$ cat config.mk
export PLATFORM = sky130hd
export DESIGN_NAME = rom_arbiter
export DESIGN_NICKNAME = d
export VERILOG_FILES = /design/src/rtl/rom_arb_pkg.sv /design/src/rtl/rom_arb_picker.sv /design/src/rtl/rom_arbiter.sv
export SDC_FILE = /design/constraint.sdc
export NUM_CORES = 1
export LEC_CHECK = 0
export CORE_AREA = 8 8 113 115
export DETAILED_ROUTE_END_ITERATION = 12
export DIE_AREA = 0 0 121 123
export PLACE_DENSITY = 0.77
export SLEW_MARGIN = 20
export SYNTH_ARGS = -nofsm -noshare
export SYNTH_HDL_FRONTEND = slang
export SYNTH_SLANG_ARGS = --single-unit
export TNS_END_PERCENT = 20
$ cat constraint.sdc
create_clock -name clk -period 1.9 [get_ports clk]
set_input_delay 0.38 -clock clk [delete_from_list [all_inputs] [get_ports clk]]
set_output_delay 0.38 -clock clk [all_outputs]
set_load 0.01 [all_outputs]
$ cat src/rtl/rom_arb_pkg.sv
// Shared types and constants for the two-port ROM arbiter.
package rom_arb_pkg;

  typedef enum logic [1:0] {
    IDLE  = 2'd0,
    ISSUE = 2'd1,
    RESP  = 2'd2
  } arb_state_e;

  typedef enum logic {
    PORT_IF = 1'b0,
    PORT_LS = 1'b1
  } arb_port_e;

  localparam int unsigned ROM_LATENCY = 1;
  localparam int unsigned WORD_BYTES  = 4;

  // True when a word access at addr is misaligned or runs past the ROM end.
  // The sum is widened so addresses near 2^32 cannot wrap into range.
  function automatic logic addr_bad(input logic [31:0] addr, input int unsigned rom_size);
    logic [32:0] last_byte;
    last_byte = {1'b0, addr} + 33'(WORD_BYTES - 1);
    return (addr[1:0] != 2'b00) || (last_byte >= 33'(rom_size));
  endfunction

endpackage

$ cat src/rtl/rom_arb_picker.sv
// Winner selection between the fetch and load ports.
// Returns a one-hot grant: bit 0 = fetch, bit 1 = load.
module rom_arb_picker
  import rom_arb_pkg::*;
#(
  parameter int ROUND_ROBIN = 1
) (
  input  logic       if_req,
  input  logic       ls_req,
  input  arb_port_e  last_owner,
  output logic [1:0] grant
);

  // On contention, round-robin favours whichever port did not win last time;
  // fixed priority always favours fetch.
  always_comb begin
    grant = 2'b00;
    if (if_req && ls_req) begin
      if ((ROUND_ROBIN != 0) && (last_owner == PORT_IF)) grant = 2'b10;
      else                                               grant = 2'b01;
    end else if (if_req) begin
      grant = 2'b01;
    end else if (ls_req) begin
      grant = 2'b10;
    end
  end

endmodule

$ cat src/rtl/rom_arbiter.sv
// Two-port (fetch / load) arbiter in front of a single-ported ROM.
// One transaction in flight, three cycles each: grant, ROM read, response.
// Optional build macro ROM_ARB_ACCESS_CHECK_EN: misaligned or out-of-range
// accesses skip the ROM and return rdata=0 with err=1 at normal timing.
//
// state | meaning
// IDLE  | waiting for a request; grant issued combinationally here
// ISSUE | ROM strobe driven with the latched address
// RESP  | ROM data returned to the owner with rvalid
module rom_arbiter
  import rom_arb_pkg::*;
#(
  parameter int unsigned ROM_SIZE    = 64000,
  parameter int          ROUND_ROBIN = 1
) (
  input  logic        clk,
  input  logic        reset,
  input  logic        if_req,
  input  logic [31:0] if_addr,
  output logic        if_gnt,
  output logic        if_rvalid,
  output logic [31:0] if_rdata,
  output logic        if_err,
  input  logic        ls_req,
  input  logic [31:0] ls_addr,
  output logic        ls_gnt,
  output logic        ls_rvalid,
  output logic [31:0] ls_rdata,
  output logic        ls_err,
  output logic        rom_enable,
  output logic [31:0] rom_address,
  input  logic [31:0] rom_data_out
);

  arb_state_e  state;
  arb_state_e  state_nxt;
  arb_port_e   owner;
  arb_port_e   last_owner;
  logic [1:0]  pick;
  logic        any_gnt;
  logic [31:0] sel_addr;
  logic        access_bad;
  logic        resp;
  logic [31:0] resp_data;
  logic [31:0] if_rdata_q;
  logic [31:0] ls_rdata_q;

  rom_arb_picker #(
    .ROUND_ROBIN(ROUND_ROBIN)
  ) u_picker (
    .if_req    (if_req),
    .ls_req    (ls_req),
    .last_owner(last_owner),
    .grant     (pick)
  );

  // Grants only in IDLE, and reset overrides any pending request.
  assign any_gnt  = (state == IDLE) && !reset && (pick != 2'b00);
  assign if_gnt   = any_gnt && pick[0];
  assign ls_gnt   = any_gnt && pick[1];
  assign sel_addr = pick[1] ? ls_addr : if_addr;

  // Next-state decode for the fixed three-cycle transaction.
  always_comb begin
    state_nxt = state;
    case (state)
      IDLE:    if (pick != 2'b00) state_nxt = ISSUE;
      ISSUE:   state_nxt = RESP;
      RESP:    state_nxt = IDLE;
      default: state_nxt = IDLE;
    endcase
  end

  // State, owner tracking and address latch; rom_address doubles as the latch.
  always_ff @(posedge clk) begin
    if (reset) begin
      state       <= IDLE;
      owner       <= PORT_IF;
      last_owner  <= PORT_LS;
      rom_address <= 32'h0;
    end else begin
      state <= state_nxt;
      if (any_gnt) begin
        owner       <= pick[1] ? PORT_LS : PORT_IF;
        last_owner  <= pick[1] ? PORT_LS : PORT_IF;
        rom_address <= sel_addr;
      end
    end
  end

`ifdef ROM_ARB_ACCESS_CHECK_EN
  logic bad_q;

  // Range/alignment verdict is taken on the same edge the address is latched.
  always_ff @(posedge clk) begin
    if (reset)        bad_q <= 1'b0;
    else if (any_gnt) bad_q <= addr_bad(sel_addr, ROM_SIZE);
  end

  assign access_bad = bad_q;
`else
  assign access_bad = 1'b0;
`endif

  assign rom_enable = (state == ISSUE) && !reset && !access_bad;

  assign resp      = (state == RESP) && !reset;
  assign resp_data = access_bad ? 32'h0 : rom_data_out;
  assign if_rvalid = resp && (owner == PORT_IF);
  assign ls_rvalid = resp && (owner == PORT_LS);
  assign if_err    = if_rvalid && access_bad;
  assign ls_err    = ls_rvalid && access_bad;

  // rdata shows the live response in RESP and the last delivered word otherwise.
  assign if_rdata = if_rvalid ? resp_data : if_rdata_q;
  assign ls_rdata = ls_rvalid ? resp_data : ls_rdata_q;

  // Per-port hold registers for the last delivered word.
  always_ff @(posedge clk) begin
    if (reset) begin
      if_rdata_q <= 32'h0;
      ls_rdata_q <= 32'h0;
    end else begin
      if (if_rvalid) if_rdata_q <= resp_data;
      if (ls_rvalid) ls_rdata_q <= resp_data;
    end
  end

endmodule

# [Word-level counts from Yosys, hierarchy flattened]
# Cells that the tools add are included.
# Widths: inputs -> output; s select.
[op_classes] addsub=0 n_mul=0 div=0 magnitude_cmp=0 eq_ne=3 n_shift=0 muxes=10 n_bitwise=1 reduce_logical=12
[op_table] cell="$mux 32" n=3
[op_table] cell="$mux 2" n=5
[op_table] cell="$logic_and 1x1->1" n=9
[op_table] cell="$pmux 2 s2" n=1
[op_table] cell="$eq 2x1->1 const B" n=1
[op_table] cell="$eq 2x2->1 const B" n=1
[op_table] cell="$logic_not 2->1" n=1
[op_table] cell="$ne 2x1->1 const B" n=1
[op_table] cell="$reduce_bool 2->1" n=1
[op_table] cell="$logic_not 1->1" n=1
[op_table] cell="$mux 1" n=1
[op_table] cell="$not 1->1" n=1
[totals] regBits=100 latchBits=0 mem_bits_rw=0 rom_bits=0 inputBits=100 output_inout_bits=103 word_cells=32 mem_count=0

# [Longest topological paths before layout]
[logic_depth] ltp_word=6 ltp_mapped=7 depth_no_buf=4

# [Modules after synthesis]
# From an unflattened synthesis, not the netlist that was laid out.
[hier_totals] hier_cells=513 hier_area_um2=4478.0
[by_module_without_submodules] mod="rom_arbiter" instances=1 cells_per_inst=510 area_each_um2=4459.3 seq_area_each_um2=2001.9
[by_module_without_submodules] mod="rom_arb_picker" instances=1 cells_per_inst=3 area_each_um2=18.8 seq_area_each_um2=0.0

# [Worst setup path after synthesis]
# Ideal clock, no wire load.
[synth_timing] path_type="input port to output port" from="in reset" to="out if_rdata[16]" arrival_time_ns=1.476 t_required_ns=1.520 setup_slack_ns=0.044 stages=7 path_buffers=3 cell_sequence="clkbuf_2 -> or4b_1 -> buf_2 -> clkinv_4 -> buf_12 -> nand2_2 -> nand2_1"
[synth_between] elab_chain_len=4
[synth_rtl] element="start, declared" line_no="rom_arbiter.sv:17" text="input logic reset,"
[synth_rtl] element="$logic_not 1->1" line_no="rom_arbiter.sv:107" text="assign resp = (state == RESP) && !reset;"
[synth_rtl] element="$logic_and 1x1->1" line_no="rom_arbiter.sv:107"
[synth_rtl] element="$logic_and 1x1->1" line_no="rom_arbiter.sv:109" text="assign if_rvalid = resp && (owner == PORT_IF);"
[synth_rtl] element="via if_rvalid" line_no="rom_arbiter.sv:21" text="output logic if_rvalid,"
[synth_rtl] element="$mux 32"
[synth_rtl] element="end, declared" line_no="rom_arbiter.sv:22" text="output logic [31:0] if_rdata,"
# The timed path passes the listed nets, and every way through them passes these cells.

# [Worst setup path after layout]
[layout_timing] from="reg state[0]" to="out if_rdata[16]"
[layout_between] elab_chain_len=4
[layout_rtl] element="start, declared" line_no="rom_arbiter.sv:35" text="arb_state_e state;"
[layout_rtl] element="start signal, assigned" line_no="rom_arbiter.sv:82" text="state <= state_nxt;"
[layout_rtl] element="$eq 2x2->1" line_no="rom_arbiter.sv:107"
[layout_rtl] element="$logic_and 1x1->1" line_no="rom_arbiter.sv:107"
[layout_rtl] element="$logic_and 1x1->1" line_no="rom_arbiter.sv:109"
[layout_rtl] element="$mux 32"
# No other way between the ends.

==> flow_summary_export.csv <==
group,metric,value,unit
grt,grt_max_degree,42,
hold_path,hp-class,"reg -> reg",
logic_synthesis,synth_top_area_share,45.9,%
setup_path,cpMostUsedCell,"buf_6",
die,initial_utilization,39.4,%
logic_synthesis,ys_warn_count,0,
setup_path,crit_path_start_kind,"flop",
logic_synthesis,ys_ff_latch,100,
cts,path_clk_slew,0.07,ns
power,p_leak,3.44,nW
grt,antenna_found_initial,0,
timing,grt_setup_unrepaired,"yes",
timing,tightest_slew,0.516,ns
run_status,violations,"setup timing",
finish,area_delta_synth_final,76.0,%
logic_synthesis,synth_area,4360,sq um
timing,min_period,2.27,ns
grt,grt_pass1_wl,25700,um
setup_path,worstReg2RegStart,"state[0]",
timing,tns,-13.99,ns
finish,drive_above_1_share,36.3,%
drt,ant_nets,0,
logic_synthesis,yosys-top-cells-area,"dfxtp_1 46%, nand2_1 14%, nor4_1 9.3%",
die,rows,39,
cts,hold_buffers,0,
finish,antenna_cells,0,
cts,clockBufferDepth,2,
setup_path,critPathTopFamily,"simple AND/OR/NAND/NOR gates",
setup_path,crit_start,"state[0]",
grt,grtUsageTotal,21.2,%
setup_path,worst-setup-path-type,"reg -> out",
die,die_x,121,um
setup_path,rrSetupSlack,0.12,ns
grt,grt_pass1_vias,5301,
die,coreArea,11100,sq um
drt,wire_per_inst,17.4,um
setup_path,critPathBufInv,3,
drt,drt_iter0_drc,272,
logic_synthesis,synth_cells,558,
setup_path,worstSetupPathDepth,6,
grt,grt_overflow,0,
timing,post-route-period-util,119,%
placement,hpwl,11800,um
logic_synthesis,yosys.area.top_type,"dfxtp_1",
setup_path,cp-end-kind,"output pin",
setup_path,crit_arrival,1.89,ns
drt,vias,5106,
die,boundaryPins,203,
logic_synthesis,ys.flop_type,"dfxtp_1",
die,die_y,123,um
finish,fin_util,69.3,%
setup_path,crit_slowest_cell,"or4b_4",
drt,wirelength,17000,um
cts,cts-root-buf,"clkbuf_16",
setup_path,required,1.52,ns
timing,relSlewSlack,65.6,%
placement,portBuffers,200,
logic_synthesis,synth_edf_count,0,
power,power.total,5.12,mW
setup_path,critical_path.endpoint,"if_rdata[16]",
timing,hold_ws,0.461,ns
timing,final_hold_viol_count,0,
setup_path,cp_max_fo,8,
cts,cts_tree,"built",
logic_synthesis,netlist-cell-type-count,28,
logic_synthesis,async_reset_ff_share,0,%
placement,place.gp.congestion,0.886,
timing,fmax,441,MHz
setup_path,crit_path_max_incr_delay,0.59,ns
setup_path,reg2regPathDepth,8,
placement,place_worst_setup_slack,-0.542,ns
setup_path,reg2reg_to,"if_rdata_q[16]",
cts,clock-sinks,100,
timing,setup_viol,66,
timing,fin_ws,-0.370,ns
timing,skew,0.00889,ns
logic_synthesis,syn_avg_cell_area,7.82,sq um
cts,htree_levels,3,
drt,drt_first_pass_iters,4,
drt,drc,0,
power,peakVddDrop,0.000390,V
drt,vias_per_cell,5.23,
cts,numCtsBuffers,9,
setup_path,worstPathCellList,"or4b_4 > buf_12 > buf_6 > nand2_1 > nand2_2 > buf_6",
power,powerDensity,667,nW/um^2
logic_synthesis,ys_seq_area_share,45.9,%
run_status,outcome,"complete, but fails checks",
timing,drv_slew,0,
cts,clock_latency,0.34,ns
die,die_area,14900,sq um
job,maxCapViolCount,0,
finish,nets,929,
[cells in the mapped netlist, types with 2 or more instances]
master    instances
a21oi_1          68
dfxtp_1         100
a21oi_2          29
nand2_2          29
buf_2            10
nor3b_1           2
nand2_1         164
buf_12            3
buf_4             2
clkbuf_1         38
nor3_1           32
nor4_1           65
[worst reg2reg max path, delay by kind of cell (launching register included)]
kind	cells	cell delay (ns)
AO/OA/AOI/OAI	1	0.10
AND/OR/NAND/NOR	2	0.65
flip-flops	1	0.32
buffers and inverters	5	0.64
[report_power, final]
group,leakage (nW),switching [mW],internal (mW)
sequential,0.816,0.0550,2.20
clock,0.145,0.807,0.963
combinational,2.48,0.512,0.586
total,3.44,1.37,3.75
[cells in the final DEF, fill, tap and decap left out, types with 2 or more instances in the layout]
cell type        Yosys  routed
a21oi_2             29      29
buf_2               10      32
nand2_2             29      55
nand2_1            164     122
buf_4                2      96
clkbuf_8             0       2
clkinv_2             0       2
clkinv_4             1       3
nor3b_1              2       2
clkbuf_16            0      11
clkdlybuf4s50_1      0     130
dfxtp_1            100      99
dlygate4sd2_1        0       9
conb_1               1       2
nor3_1              32      32
nor4_1              65      64
clkbuf_2             1       3
a21oi_1             68      68
buf_12               3       7
nand2_4              0      16
buf_6                0      32
[how the worst min path moves through the flow]
stage,startpoint,endpoint,slack [ns],depth (start not counted)
finish,if_rdata_q[31],if_rdata_q[31],0.46,2
global route,ls_rdata_q[2],ls_rdata_q[2],0.48,2
CTS,if_rdata_q[30],if_rdata_q[30],0.46,2
detailed placement,ls_rdata_q[20],ls_rdata_q[20],0.46,2
global placement,ls_rdata_q[29],ls_rdata_q[29],0.45,2
floorplan,owner,owner,0.44,2
[per-stage QoR]
step | cells | cell area (sq um)
5_1_grt | 977 | 7680
6_report | 977 | 7680
3_5_place_dp | 951 | 7100
4_1_cts | 971 | 7350
3_3_place_gp | 951 | 7100
2_1_floorplan | 559 | 4370
[state kept, by name (all words and copies together), names as in the netlist]
| name | flops |
|---|---|
| rom_address | 32 |
| ls_rdata_q | 32 |
| if_rdata_q | 32 |
| owner | 1 |
| state | 2 |
| last_owner | 1 |
[metal layers]
metal / GRT usage [%] / share of wire, % / up-vias
met2: 36.6 / 49 / 227
met4: 8.74 / 2.1 / 0
met3: 9.54 / 11 / 27
li1: - / - / 2461
met1: 22.1 / 38 / 2391
met5: 0 / 0 / -
[timing repair]
| item | 4_1_cts | 5_1_grt |
|---|---|---|
| pin swaps | 1 | 14 |
| setup buffers | 3 | 3 |
| setup endpoints to repair | 70 | 68 |
| cloned | 1 | 3 |
| gates resized for setup | 251 | 102 |
| hold endpoints to repair | 0 | 0 |
[area by class of cell]
cell class | instances | area (sq um)
fill | 871 | 3400
sequential | 100 | 2000
timing repair buffer | 314 | 2880
clock buffer | 11 | 253
clock inverter | 5 | 36.3
inverter | 2 | 17.5
multi-input combinational | 402 | 2310
tap | 143 | 179
[cells by family after synthesis]
| kind of cell | synth area share (%) |
|---|---|
| DFF | 45.9 |
| buffers and inverters | 6.63 |
| AOI/OAI and AO/OA | 14.1 |
| and+or+nand+nor | 33.3 |
| other | 0.0860 |
(Power assumes the default switching activity.)
